[src/rtl/mux4_arb_pkg.sv]
// Shared types and defaults for the four-requester round-robin mux arbiter.
package mux4_arb_pkg;

    // Default data width of each requester input and of the muxed output.
    localparam int DEFAULT_WIDTH     = 8;

    // Default number of back-to-back grant cycles an owner may hold while others wait.
    localparam int DEFAULT_MAX_BURST = 4;

    // Two-bit requester index, also used for the mux select and the rotation pointer.
    typedef logic [1:0] idx_t;

    // Arbiter states: nobody owns the mux, or exactly one requester does.
    typedef enum logic {
        IDLE  = 1'b0,
        GRANT = 1'b1
    } state_t;

    // Returns the first requester with its req bit set, scanning ptr, ptr+1, ... mod 4.
    // When no bit is set the result is ptr; callers only use it when |req is true.
    function automatic idx_t rrPick(input logic [3:0] req, input idx_t ptr);
        idx_t cand;
        idx_t pick;
        logic found;
        pick  = ptr;
        found = 1'b0;
        for (int k = 0; k < 4; k++) begin
            cand = ptr + idx_t'(k);
            if (!found && req[cand]) begin
                pick  = cand;
                found = 1'b1;
            end
        end
        return pick;
    endfunction

    // Converts a requester index into its one-hot grant vector.
    function automatic logic [3:0] oneHot(input idx_t idx);
        return 4'b0001 << idx;
    endfunction

endpackage

[src/rtl/mux4_sel.sv]
// 4:1 data select built as a tree of three 2:1 stages; s0 picks within a pair, s1 picks the pair.
module mux4_sel
    import mux4_arb_pkg::*;
#(
    parameter int WIDTH = DEFAULT_WIDTH
) (
    input  logic [WIDTH-1:0] i0,
    input  logic [WIDTH-1:0] i1,
    input  logic [WIDTH-1:0] i2,
    input  logic [WIDTH-1:0] i3,
    input  logic             s0,
    input  logic             s1,
    output logic [WIDTH-1:0] y
);

    logic [WIDTH-1:0] w_low;
    logic [WIDTH-1:0] w_high;

    // First rank: choose within the low pair (i0/i1) and the high pair (i2/i3).
    always_comb begin
        w_low  = s0 ? i1 : i0;
        w_high = s0 ? i3 : i2;
    end

    // Second rank: choose between the two pair results.
    always_comb begin
        y = s1 ? w_high : w_low;
    end

endmodule

[src/rtl/mux4_rr_arbiter.sv]
// Round-robin arbiter that hands a shared 4:1 data mux to one of four requesters,
// limiting an owner to MAX_BURST consecutive cycles whenever someone else is waiting.
module mux4_rr_arbiter
    import mux4_arb_pkg::*;
#(
    parameter int WIDTH     = DEFAULT_WIDTH,
    parameter int MAX_BURST = DEFAULT_MAX_BURST
) (
    input  logic             clk,
    input  logic             rst,
    input  logic [3:0]       req,
    input  logic [WIDTH-1:0] d0,
    input  logic [WIDTH-1:0] d1,
    input  logic [WIDTH-1:0] d2,
    input  logic [WIDTH-1:0] d3,
    output logic [3:0]       gnt,
    output logic [1:0]       sel,
    output logic             valid,
    output logic [WIDTH-1:0] y
);

    // Counter value on which the owner's burst is complete.
    localparam logic [3:0] BURST_LAST = 4'(MAX_BURST - 1);

    state_t     r_state;
    logic [3:0] r_gnt;
    idx_t       r_sel;
    idx_t       r_ptr;
    logic [3:0] r_cnt;

    state_t     w_nextState;
    logic [3:0] w_nextGnt;
    idx_t       w_nextSel;
    idx_t       w_nextPtr;
    logic [3:0] w_nextCnt;

    idx_t       w_relPtr;
    idx_t       w_pickIdle;
    idx_t       w_pickRel;
    logic       w_ownerReq;
    logic       w_othersReq;
    logic       w_atLast;
    logic       w_release;

    // While granted, r_sel always names the owner, so it doubles as the owner index.
    // The release search starts just past the owner, which leaves the owner's own req last.
    always_comb begin
        w_relPtr    = r_sel + 2'd1;
        w_pickIdle  = rrPick(req, r_ptr);
        w_pickRel   = rrPick(req, w_relPtr);
        w_ownerReq  = req[r_sel];
        w_othersReq = |(req & ~oneHot(r_sel));
        w_atLast    = (r_cnt == BURST_LAST);
        w_release   = !w_ownerReq || (w_atLast && w_othersReq);
    end

    // Next-state logic: start a grant from IDLE, or extend, wrap or hand off the current burst.
    always_comb begin
        w_nextState = r_state;
        w_nextGnt   = r_gnt;
        w_nextSel   = r_sel;
        w_nextPtr   = r_ptr;
        w_nextCnt   = r_cnt;
        case (r_state)
            IDLE: begin
                if (|req) begin
                    w_nextState = GRANT;
                    w_nextGnt   = oneHot(w_pickIdle);
                    w_nextSel   = w_pickIdle;
                    w_nextCnt   = 4'd0;
                end
            end
            GRANT: begin
                if (w_release) begin
                    w_nextPtr = w_relPtr;
                    w_nextCnt = 4'd0;
                    if (|req) begin
                        w_nextGnt = oneHot(w_pickRel);
                        w_nextSel = w_pickRel;
                    end else begin
                        w_nextState = IDLE;
                        w_nextGnt   = 4'b0000;
                    end
                end else if (w_atLast) begin
                    w_nextCnt = 4'd0;
                end else begin
                    w_nextCnt = r_cnt + 4'd1;
                end
            end
            default: begin
                w_nextState = IDLE;
                w_nextGnt   = 4'b0000;
            end
        endcase
    end

    // State register with synchronous reset that wins over any request activity.
    always_ff @(posedge clk) begin
        if (rst) begin
            r_state <= IDLE;
            r_gnt   <= 4'b0000;
            r_sel   <= 2'd0;
            r_ptr   <= 2'd0;
            r_cnt   <= 4'd0;
        end else begin
            r_state <= w_nextState;
            r_gnt   <= w_nextGnt;
            r_sel   <= w_nextSel;
            r_ptr   <= w_nextPtr;
            r_cnt   <= w_nextCnt;
        end
    end

    assign gnt   = r_gnt;
    assign sel   = r_sel;
    assign valid = |r_gnt;

    mux4_sel #(
        .WIDTH (WIDTH)
    ) u_mux (
        .i0 (d0),
        .i1 (d1),
        .i2 (d2),
        .i3 (d3),
        .s0 (r_sel[0]),
        .s1 (r_sel[1]),
        .y  (y)
    );

endmodule

[config.mk]
export PLATFORM = sky130hd
export DESIGN_NAME = mux4_rr_arbiter
export DESIGN_NICKNAME = d
export VERILOG_FILES = /design/src/rtl/mux4_arb_pkg.sv /design/src/rtl/mux4_sel.sv /design/src/rtl/mux4_rr_arbiter.sv
export SDC_FILE = /design/constraint.sdc
export NUM_CORES = 1
export LEC_CHECK = 0
export CAP_MARGIN = 20
export CORE_UTILIZATION = 45
export DETAILED_ROUTE_END_ITERATION = 8
export GPL_TIMING_DRIVEN = 0
export PLACE_DENSITY = 0.85
export SETUP_SLACK_MARGIN = 0.3
export SLEW_MARGIN = 40
export SYNTH_ARGS = -nofsm -noshare
export SYNTH_HDL_FRONTEND = slang
export SYNTH_SLANG_ARGS = --single-unit
export TNS_END_PERCENT = 5
[constraint.sdc]
create_clock -name clk -period 4.7 [get_ports clk]
set_input_delay 0.94 -clock clk [delete_from_list [all_inputs] [get_ports clk]]
set_output_delay 0.94 -clock clk [all_outputs]
set_load 0.02 [all_outputs]
==> flow_metrics.env <==
export IMPL_overflow=0
export IMPL_finalHoldViolCount=0
export IMPL_cts_resized=0
export IMPL_synth_nets=178
export IMPL_synth_async_reset_ratio_pct=0
export IMPL_r2r_slack_ns=1.70
export IMPL_dp_hpwl_um=2820
export IMPL_finalSetupTns_ns=0
export IMPL_worst_slack_ns=1.37
export IMPL_min_to="r_cnt[2]$_SDFFE_PP0N_"
export IMPL_ant_nets=0
export IMPL_n_antenna_cell=0
export IMPL_ys_ff_latch=13
export IMPL_ir_drop_mv=0.245
export IMPL_synth_fa_ha_area_share_pct=5.22
export IMPL_hp_start="r_cnt[2]$_SDFFE_PP0N_"
export IMPL_final_core_util_pct=71.3
export IMPL_synth_area_um2=1200
export IMPL_synthMuxAreaShare_pct=20.2
export IMPL_gp_congestion=0.792
export IMPL_postCtsHoldBufs=0
export IMPL_root_buffer="clkbuf_4"
export IMPL_finalCritPeriodShare_pct=70.9
export IMPL_maxCapViolCount=0
export IMPL_cp_start_kind="primary input"
export IMPL_synthXorXnorAreaFrac_pct=0
export IMPL_ys_seq_area_share_pct=21.7
export IMPL_detail_route_wl_per_cell_um=15.5
export IMPL_grt_antenna_before_repair=0
export IMPL_path_class="primary input to output pin"
export IMPL_required_ns=3.76
export IMPL_final_min_clock_period_ns=3.33
export IMPL_yosys_area_share_simple_pct=23.1
export IMPL_crit_top_cell="clkdlybuf4s50_1"
export IMPL_cp_arrival_ns=2.39
export IMPL_synth_top_family_by_area="simple AND/OR/NAND/NOR gates"
export IMPL_hold_path_depth=2
export IMPL_drive_gt1_share_pct=11.5
export IMPL_h_tree_depth=1
export IMPL_syn_inst=135
export IMPL_cts_sinks=13
export IMPL_fmax_mhz=300
export IMPL_grt_max_degree=11
export IMPL_clk_pin_slew_ns=0.07
export IMPL_avgSynthCellArea_um2=8.87
export IMPL_end_kind="output pin"
export IMPL_grt_pass1_vias=1203
export IMPL_ios=53
export IMPL_synth_compound_area_share_pct=21.4
export IMPL_outcome="completed"
export IMPL_hp_class="flip-flop to flip-flop"
export IMPL_synth_ff_type="dfxtp_1"
export IMPL_path_cells="clkdlybuf4s50_1, mux4_2, clkdlybuf4s50_1"
export IMPL_yosysWarnings=0
export IMPL_hold_slack_ns=0.501
export IMPL_start_util_pct=47.9
export IMPL_fillers=201
export IMPL_fp_dieW_um=53.6
export IMPL_clock_latency_ns=0.27
export IMPL_vias=1302
export IMPL_grt_total_usage_pct=23.8
export IMPL_final_net_count=235
export IMPL_floorplan_rows=18
export IMPL_final_common_cell="clkdlybuf4s50_1"
export IMPL_coreArea_um2=2500
export IMPL_rr_startpoint="sel[1]$_SDFFE_PP0P_"
export IMPL_rsz0062_at_grt="false"
export IMPL_cts_setup_buffers=0
export IMPL_fp_dieArea_um2=2870
export IMPL_drc=0
export IMPL_cellPowerDensity_nw_per_um2=258
export IMPL_cp_slowest_cell="clkdlybuf4s50_1"
export IMPL_worst_slew_pin_slew_ns=0.661
export IMPL_skew_ns=0.00188
export IMPL_die_h_um=53.6
export IMPL_r2r_cells=8
export IMPL_dr_first_iter_drc_count=35
export IMPL_dr_pass1_iters=4
export IMPL_r2r_end="gnt[2]$_SDFFE_PP0P_"
export IMPL_drv_slew=0
export IMPL_final_cell_mix="52 x clkdlybuf4s50_1, 14 x nor2_1, 13 x dfxtp_1"
export IMPL_grt_pass1_wl_um=4960
export IMPL_critPathMaxFanout=1
export IMPL_dp_slack_ns=1.37
export IMPL_synth_edf_count=0
export IMPL_post_synth_num_cell_types=48
export IMPL_viasPerCell=5.89
export IMPL_area_delta_synth_final_pct=48.8
export IMPL_cts_buffers_inserted=3
export IMPL_io_buffer_count=52
export IMPL_routed_wl_um=3420
export IMPL_clock_path_buffers=2
export IMPL_cts_tree="yes"
export IMPL_power_leakage_nw=0.671
export IMPL_slew_headroom_pct=55.8
export IMPL_max_stage_delay_ns=0.56
export IMPL_setup_violations_final=0
==> Yosys cell counts (2+ instances only) <==
cell type / count / share of area, %
clkbuf_1: 2 / 0.63
nand3_1: 2 / 0.84
buf_4: 5 / 3.1
nor2_1: 14 / 4.4
nor3_1: 5 / 2.1
dfxtp_1: 13 / 22
o21ai_1: 6 / 2.5
or3_1: 2 / 1.0
a22oi_1: 2 / 1.3
nand2b_1: 2 / 1.0
or4_1: 5 / 3.1
nor2b_1: 6 / 3.1
nand4_1: 2 / 1.0
a21oi_1: 7 / 2.9
mux2i_1: 5 / 4.2
a21o_1: 2 / 1.3
nand2_1: 5 / 1.6
mux4_2: 8 / 15
ha_1: 5 / 5.2
a311oi_1: 4 / 2.9
nor4_1: 2 / 1.0
inv_1: 4 / 1.3
buf_6: 2 / 1.9
==> logic make-up (layout without fill, tap and decap cells) <==
family,Yosys count,after routing
muxes,14,14
adders and majority gates,5,5
buffers and inverters,17,73
DFF,13,13
AOI/OAI and AO/OA,35,35
and+or+nand+nor,51,51
==> how the worst max path moves through the flow <==
stage | from | to | slack [ns] | cells past startpoint
after CTS | d2[0] | y[0] | 1.36 | 3
final | d2[0] | y[0] | 1.37 | 3
after floorplan | sel[1]$_SDFFE_PP0P_ | gnt[2]$_SDFFE_PP0P_ | 2.06 | 8
after global routing | d3[3] | y[3] | 1.34 | 3
after global placement | d3[3] | y[3] | 1.36 | 3
after detailed placement | d1[4] | y[4] | 1.37 | 3
==> through the flow <==
stage          std cells  power [mW]  cell area (um^2)
4_1_cts              221       0.464              1780
3_5_place_dp         217       0.396              1760
3_3_place_gp         217       0.389              1760
2_1_floorplan        135       0.289              1200
6_report             221       0.460              1780
5_1_grt              221       0.487              1780
==> sequential cells by signal, indices dropped and copies added, names as in the netlist <==
name and count:
r_state 1, gnt 4, r_ptr 2, r_cnt 4
sel 2
==> power breakdown <==
part	leakage (nW)	total (mW)	internal, mW	switching, mW
Clock	0.0150	0.0661	0.0329	0.0332
Sequential	0.107	0.133	0.122	0.0109
Combinational	0.549	0.261	0.138	0.123
==> area by class of cell <==
cell class	instances	area (um^2)	area share (%)
multi-input cells	105	837	47.0
repair buffers	52	520	29.2
flip-flops and latches	13	260	14.6
plain buffers	12	81.3	4.56
well taps	30	37.5	2.11
clock buffers	4	26.3	1.47
inverters	5	18.8	1.05
==> per-layer routing <==
metal  track usage, %  part of all wire (%)  vias up
met1             22.1                    36      604
met3             9.04                    13        0
met5                0                     0        -
li1                 -                     -      630
met2             48.1                    52       68
met4             4.82                     0        0
==> critical path: cells and delay by family <==
family | cells | cell delay (ns)
buf+inv | 2 | 0.97
mux | 1 | 0.47
(Power assumes the default switching activity.)
